**src/rtl/bus_pkg.sv**
```systemverilog
// Shared definitions for the serial system bus (master_out_port / slave_in_port).
// Holds default field widths, the transfer FSM state encoding and the op encoding.
package bus_pkg;

    localparam int ADDR_W_DEF  = 12;
    localparam int DATA_W_DEF  = 8;
    localparam int BURST_W_DEF = 13;

    typedef enum logic [2:0] {
        ST_IDLE = 3'd0,
        ST_REQ  = 3'd1,
        ST_ADDR = 3'd2,
        ST_DATA = 3'd3,
        ST_DONE = 3'd4
    } bus_state_e;

    typedef enum logic {
        OP_READ  = 1'b0,
        OP_WRITE = 1'b1
    } bus_op_e;

    // A request is only meaningful when exactly one op strobe is set.
    function automatic logic op_valid(input logic rd, input logic wr);
        return rd ^ wr;
    endfunction

endpackage

```
**src/rtl/bus_piso.sv**
```systemverilog
// Parallel-in serial-out shift register, LSB-first.
// Ports:
//   clk_i, rst_ni : clock, async active-low reset
//   load_i        : capture din_i (wins over shift_i)
//   shift_i       : advance one bit towards the LSB, zero-fill at the top
//   din_i         : parallel word
//   sout_o        : current LSB (the next bit to be transmitted)
module bus_piso #(
    parameter int W = 8
) (
    input  logic         clk_i,
    input  logic         rst_ni,
    input  logic         load_i,
    input  logic         shift_i,
    input  logic [W-1:0] din_i,
    output logic         sout_o
);

    logic [W-1:0] sr_q;

    always_ff @(posedge clk_i or negedge rst_ni) begin
        if (!rst_ni)      sr_q <= '0;
        else if (load_i)  sr_q <= din_i;
        else if (shift_i) sr_q <= sr_q >> 1;
    end

    assign sout_o = sr_q[0];

endmodule

```
**src/rtl/master_out_port.sv**
```systemverilog
// Transmit side of the serial system bus. Takes a parallel request from the
// master core, handshakes with master_valid/slave_ready, then serializes the
// address (and, for writes, the data beats) LSB-first on tx_addr/tx_data.
// Ports:
//   clk, reset                 : clock, async active-low reset
//   start, read_req, write_req : request strobe and op select
//   addr_in, data_in, burst_in : request fields (data_in re-sampled on data_next)
//   slave_ready                : slave accepts the pending request
//   master_ready               : idle, a start will be accepted
//   master_valid, read_en,
//   write_en, burst            : request presented to the slave
//   tx_addr, tx_data           : serial lines
//   data_next                  : next write beat is captured at the end of this cycle
//   tx_done                    : one-cycle end-of-transaction pulse
// Every output is a flop; the comb block computes next-cycle output values.
module master_out_port
    import bus_pkg::*;
#(
    parameter int ADDR_W  = ADDR_W_DEF,
    parameter int DATA_W  = DATA_W_DEF,
    parameter int BURST_W = BURST_W_DEF
) (
    input  logic               clk,
    input  logic               reset,
    input  logic               start,
    input  logic               read_req,
    input  logic               write_req,
    input  logic [ADDR_W-1:0]  addr_in,
    input  logic [DATA_W-1:0]  data_in,
    input  logic [BURST_W-1:0] burst_in,
    input  logic               slave_ready,
    output logic               master_ready,
    output logic               master_valid,
    output logic               read_en,
    output logic               write_en,
    output logic [BURST_W-1:0] burst,
    output logic               tx_addr,
    output logic               tx_data,
    output logic               data_next,
    output logic               tx_done
);

    localparam int CNT_W = $clog2(ADDR_W + 1);
    localparam logic [CNT_W-1:0] A_LAST = CNT_W'(ADDR_W - 1);
    localparam logic [CNT_W-1:0] D_LAST = CNT_W'(DATA_W - 1);

    bus_state_e         state_q, state_d;
    bus_op_e            op_q, op_d;
    logic [CNT_W-1:0]   bit_q, bit_d;
    logic [BURST_W-1:0] beats_q, beats_d;   // beats still to send after the current one

    logic               ready_q, ready_d;
    logic               valid_q, valid_d;
    logic               rd_q, rd_d;
    logic               wr_q, wr_d;
    logic [BURST_W-1:0] burst_q, burst_d;
    logic               tx_addr_q, tx_addr_d;
    logic               tx_data_q, tx_data_d;
    logic               dnext_q, dnext_d;
    logic               done_q, done_d;

    logic               a_load, a_shift, a_sout;
    logic               d_load, d_shift, d_sout;
    logic [DATA_W-1:0]  d_load_val;
    logic               is_wr;

    bus_piso #(.W(ADDR_W)) u_addr_piso (
        .clk_i   (clk),
        .rst_ni  (reset),
        .load_i  (a_load),
        .shift_i (a_shift),
        .din_i   (addr_in),
        .sout_o  (a_sout)
    );

    bus_piso #(.W(DATA_W)) u_data_piso (
        .clk_i   (clk),
        .rst_ni  (reset),
        .load_i  (d_load),
        .shift_i (d_shift),
        .din_i   (d_load_val),
        .sout_o  (d_sout)
    );

    assign is_wr = (op_q == OP_WRITE);

    always_ff @(posedge clk or negedge reset) begin
        if (!reset) begin
            state_q   <= ST_IDLE;
            op_q      <= OP_READ;
            bit_q     <= '0;
            beats_q   <= '0;
            ready_q   <= 1'b1;
            valid_q   <= 1'b0;
            rd_q      <= 1'b0;
            wr_q      <= 1'b0;
            burst_q   <= '0;
            tx_addr_q <= 1'b0;
            tx_data_q <= 1'b0;
            dnext_q   <= 1'b0;
            done_q    <= 1'b0;
        end else begin
            state_q   <= state_d;
            op_q      <= op_d;
            bit_q     <= bit_d;
            beats_q   <= beats_d;
            ready_q   <= ready_d;
            valid_q   <= valid_d;
            rd_q      <= rd_d;
            wr_q      <= wr_d;
            burst_q   <= burst_d;
            tx_addr_q <= tx_addr_d;
            tx_data_q <= tx_data_d;
            dnext_q   <= dnext_d;
            done_q    <= done_d;
        end
    end

    always_comb begin
        state_d    = state_q;
        op_d       = op_q;
        bit_d      = bit_q;
        beats_d    = beats_q;
        ready_d    = 1'b0;
        valid_d    = 1'b0;
        rd_d       = 1'b0;
        wr_d       = 1'b0;
        burst_d    = burst_q;
        tx_addr_d  = 1'b0;
        tx_data_d  = 1'b0;
        done_d     = 1'b0;
        a_load     = 1'b0;
        a_shift    = 1'b0;
        d_load     = 1'b0;
        d_shift    = 1'b0;
        d_load_val = data_in;

        unique case (state_q)
            ST_IDLE: begin
                ready_d = 1'b1;
                if (start && op_valid(read_req, write_req)) begin
                    state_d = ST_REQ;
                    op_d    = write_req ? OP_WRITE : OP_READ;
                    beats_d = burst_in;
                    burst_d = burst_in;
                    a_load  = 1'b1;
                    d_load  = 1'b1;
                    ready_d = 1'b0;
                    valid_d = 1'b1;
                    rd_d    = read_req;
                    wr_d    = write_req;
                end
            end
            ST_REQ: begin
                if (slave_ready) begin
                    state_d   = ST_ADDR;
                    bit_d     = '0;
                    tx_addr_d = a_sout;
                    a_shift   = 1'b1;
                    tx_data_d = is_wr & d_sout;
                    d_shift   = 1'b1;
                end else begin
                    valid_d = 1'b1;
                    rd_d    = ~is_wr;
                    wr_d    = is_wr;
                end
            end
            ST_ADDR: begin
                if (bit_q == A_LAST) begin
                    if (is_wr && beats_q != '0) begin
                        // Next beat is taken straight from data_in so its bit 0
                        // goes out without a gap; the PISO keeps the rest.
                        state_d    = ST_DATA;
                        bit_d      = '0;
                        beats_d    = beats_q - BURST_W'(1);
                        d_load     = 1'b1;
                        d_load_val = data_in >> 1;
                        tx_data_d  = data_in[0];
                    end else begin
                        state_d = ST_DONE;
                        done_d  = 1'b1;
                    end
                end else begin
                    bit_d     = bit_q + CNT_W'(1);
                    tx_addr_d = a_sout;
                    a_shift   = 1'b1;
                    // Write data rides along with the address for its first DATA_W bits.
                    if (is_wr && bit_q < D_LAST) begin
                        tx_data_d = d_sout;
                        d_shift   = 1'b1;
                    end
                end
            end
            ST_DATA: begin
                if (bit_q == D_LAST) begin
                    if (beats_q != '0) begin
                        bit_d      = '0;
                        beats_d    = beats_q - BURST_W'(1);
                        d_load     = 1'b1;
                        d_load_val = data_in >> 1;
                        tx_data_d  = data_in[0];
                    end else begin
                        state_d = ST_DONE;
                        done_d  = 1'b1;
                    end
                end else begin
                    bit_d     = bit_q + CNT_W'(1);
                    tx_data_d = d_sout;
                    d_shift   = 1'b1;
                end
            end
            ST_DONE: begin
                state_d = ST_IDLE;
                ready_d = 1'b1;
            end
            default: begin
                state_d = ST_IDLE;
                ready_d = 1'b1;
            end
        endcase

        // data_next is registered, so it is raised one edge early: whenever the
        // coming cycle is the last bit of a write beat that has a successor.
        dnext_d = (op_d == OP_WRITE) && (beats_d != '0) &&
                  (((state_d == ST_ADDR) && (bit_d == A_LAST)) ||
                   ((state_d == ST_DATA) && (bit_d == D_LAST)));
    end

    assign master_ready = ready_q;
    assign master_valid = valid_q;
    assign read_en      = rd_q;
    assign write_en     = wr_q;
    assign burst        = burst_q;
    assign tx_addr      = tx_addr_q;
    assign tx_data      = tx_data_q;
    assign data_next    = dnext_q;
    assign tx_done      = done_q;

endmodule

```
**config.mk**
```make
export PLATFORM = sky130hd
export DESIGN_NAME = master_out_port
export DESIGN_NICKNAME = d
export VERILOG_FILES = /design/src/rtl/bus_pkg.sv /design/src/rtl/bus_piso.sv /design/src/rtl/master_out_port.sv
export SDC_FILE = /design/constraint.sdc
export NUM_CORES = 1
export LEC_CHECK = 0
export ABC_AREA = 1
export CORE_ASPECT_RATIO = 0.8
export CORE_MARGIN = 5
export CORE_UTILIZATION = 31
export CTS_CLUSTER_DIAMETER = 60
export DETAILED_ROUTE_END_ITERATION = 6
export DONT_BUFFER_PORTS = 1
export RECOVER_POWER = 100
export SLEW_MARGIN = 10
export SYNTH_ARGS = -nofsm -noshare
export SYNTH_HDL_FRONTEND = slang
export SYNTH_HIERARCHICAL = 1
export SYNTH_SLANG_ARGS = --single-unit
```
**constraint.sdc**
```tcl
create_clock -name clk -period 2 [get_ports clk]
set_clock_uncertainty 0.2 [all_clocks]
set_input_delay 0.6 -clock clk [delete_from_list [all_inputs] [get_ports clk]]
set_output_delay 0.6 -clock clk [all_outputs]
set_load 0.1 [all_outputs]
```
==> results.ini <==
[final_layout]
finalInstanceArea_sq_um = 4750
syn_to_final_growth_pct = 38.79
drive_above_1_share = 0.3389
nNetsFinal = 577
stdcell_count = 684
final_util = 0.4378
insertedDiodeCount = 0

[floorplanning]
rows = 34
core_area_sq_um = 10850
start_util = 0.3155
io_pins = 60
die_y_um = 104.0
fp.dieArea_sq_um = 13250
dieWidth_um = 127.5

[sta]
fin_crit_sh = 1.077
period_minus_slack_ns = 2.154
finalSetupTns_ns = -0.4961
relSlewSlack = 0.6585
final_max_slew_viol_count = 0
hold_violations = 62
max_freq_ghz = 0.4642
final-setup-viol-count = 12
timing.hold.ws_ns = -0.2356
setup_ws_ns = -0.1544
tightestPinTransition_ns = 0.5122
rsz0062_at_grt = yes

[run_status]
status = finished, violations left
failed_checks = negative hold slack, negative setup slack

[clocking]
cts_buffers = 9
clk_pin_slew_ns = 0.06
insertion_delay_ns = 0.33
clkSinkCount = 62
clock-root-buffer = clkbuf_16
htreeDepth = 3
clockBufferDepth = 2
cts_tree = yes

[setup_path]
cp-end-kind = register
cp_max_fo = 7
cp.required_ns = 2.02
critical_path_class = reg2reg
reg2reg_slack_ns = -0.15
start_kind = register
worst_ep_arrival_time_ns = 2.17

[drt]
post-route-drc-count = 0
routed_wl_um = 9488
vias = 3198
wl_per_cell_um = 13.87
first_pass_iters = 5
drt_iter0_drc = 211
ant_nets = 0
drt-vias-per-instance = 4.675

[synthesis]
synth_top_area_share = 0.4461
yosysMostFrequentCell = nand2_1
netlist-cell-type-count = 33
synth_area_leaders = dfrtp_1, nand2_1, nand3_1, inv_1, nor2_1
syn_area_sq_um = 3422
ys_warn_count = 6
synth_area_leader_cell = dfrtp_1
synthFlopType = dfrtp_1
ys_async_sr_fraction = 1.000
avgSynthCellArea_sq_um = 7.690
ys_top_cells_by_count = nand2_1, dfrtp_1, nand3_1
ys_ff_latch = 62
synth_edf_count = 0
seq_area_frac_synth = 0.4537
synth_cells = 445
syn-num-nets = 487

[global_route]
antenna_found_initial = 0
grt_start_max_net_pins = 63
grt_pass1_wl_um = 15130
first_global_vias = 3166
gr-usage-all-layers = 0.1419
overflow = 0

[place]
dp_cells = 658
gp_congestion = 0.8804
dpl_cell_area_sq_um = 4121
place_ws_ns = -0.1862
io_buffers = 0
hpwl_um = 6744

[job]
drv_cap = 0

[power]
leakagePower_nw = 2.459
power_density_nw_per_um2 = 662.5
vdd_drop_max_uv = 622.1

[hold_path]
hp-class = in2async

-- layout make-up --
| class | instances | area (sq um) |
|---|---|---|
| Fill cell | 1067 | 6098 |
| Multi-Input combinational cell | 320 | 1788 |
| Sequential cell | 62 | 1553 |
| Timing Repair Buffer | 90 | 670.6 |
| Clock buffer | 11 | 252.7 |
| Inverter | 52 | 200.2 |
| Tap cell | 144 | 180.2 |
| Clock inverter | 5 | 105.1 |
-- cells in the final DEF, fill, tap and decap left out, types with 3 or more instances in the layout --
cell       synthesis  routed
nor2_2             9       8
nand2_1          151     144
buf_2              3      10
nor3_1             3       3
inv_2              8       8
o21ai_1            4       5
dfrtp_1           61      61
a21oi_1            8       4
a21oi_2            3       6
nand4_1            3       3
nand2_4            6       8
clkbuf_16          0       9
nor2_1            33      25
nor2_4             2      11
buf_4              1      74
o21ai_0           17      14
inv_1             43      42
bufinv_16          0       3
clkbuf_4           0       3
nand3_2            5       9
nand3_1           57      52
nand2_2            6       9
o21ai_2            1       3
-- logic make-up (layout without fill, tap and decap cells) --
logic type	count (synthesis)	in the layout	share of synthesized area
buffers and inverters	63	158	0.08519
adders and majority gates	3	3	0.01097
xor gates and xnor gates	1	1	0.002560
DFF	62	62	0.4537
and+or+nand+nor	280	280	0.3857
AOI/OAI and AO/OA	36	36	0.06180
-- repair_timing --
item                                   in CTS  in global routing
resized for setup                          10                 47
pin swaps                                   5                 32
endpoints found under the hold margin      62                 62
setup endpoints to repair                  10                 23
setup buffers                               0                 11
-- through the flow --
stage	hold WS (ns)	total power (W)
finish	-0.2356	0.003146
CTS	-0.2490	0.003190
global placement	0.1071	0.001321
global route	-0.2543	0.003247
floorplan	0.1044	0.001314
detailed placement	0.1069	0.001322
-- where the power goes --
part	internal, W	leakage [nW]	total, W	switching, W
registers	0.00126	0.772	0.00127	0.00000406
logic	0.0000114	1.52	0.0000320	0.0000206
clock network	0.00128	0.168	0.00185	0.000563
-- worst paths after layout --
| check | from | to | depth (start not counted) |
|---|---|---|---|
| setup / recovery | bit_q[1] | data_next | 13 |
| hold / removal | reset | tx_addr | 0 |
| setup reg to reg | bit_q[1] | data_next | 13 |
| hold reg to reg | u_addr_piso/sr_q[6] | u_addr_piso/sr_q[6] | 2 |
| max in group asynchronous | reset | master_ready | 0 |
| min in group clk | addr_in[8] | u_addr_piso/sr_q[8] | 2 |
-- flip-flops by register name (all words and copies together) (netlist names) --
name,flops
is_wr,1
master_valid,1
burst,13
tx_done,1
bit_q,4
read_en,1
write_en,1
tx_addr,1
u_addr_piso/sr_q,12
master_ready,1
tx_data,1
data_next,1
u_data_piso/sr_q,8
beats_q,13
state_q,3
-- critical path, stage by stage (launching register included) --
cell,delay (ns)
dfrtp_1,0.39
ha_4,0.19
nand2_4,0.07
nor2_4,0.16
nand3_4,0.14
nand3_4,0.16
buf_6,0.14
nand3_1,0.08
nand2_1,0.11
nand3_1,0.08
nor2_1,0.12
nand2_1,0.07
nor2_1,0.10
nor2_1,0.04
-- layer usage --
| metal | global-route usage | part of all wire | vias to the layer above | wire length, um |
|---|---|---|---|---|
| li1 | - | - | 1586 | - |
| met2 | 0.2276 | 0.48 | 107 | 4545 |
| met1 | 0.1843 | 0.44 | 1495 | 4195 |
| met4 | 0.04288 | 0.0098 | 0 | 93 |
| met5 | 0 | 0 | - | 0 |
| met3 | 0.04158 | 0.069 | 10 | 654 |
No activity file was read; power rests on OpenSTA's default activity.
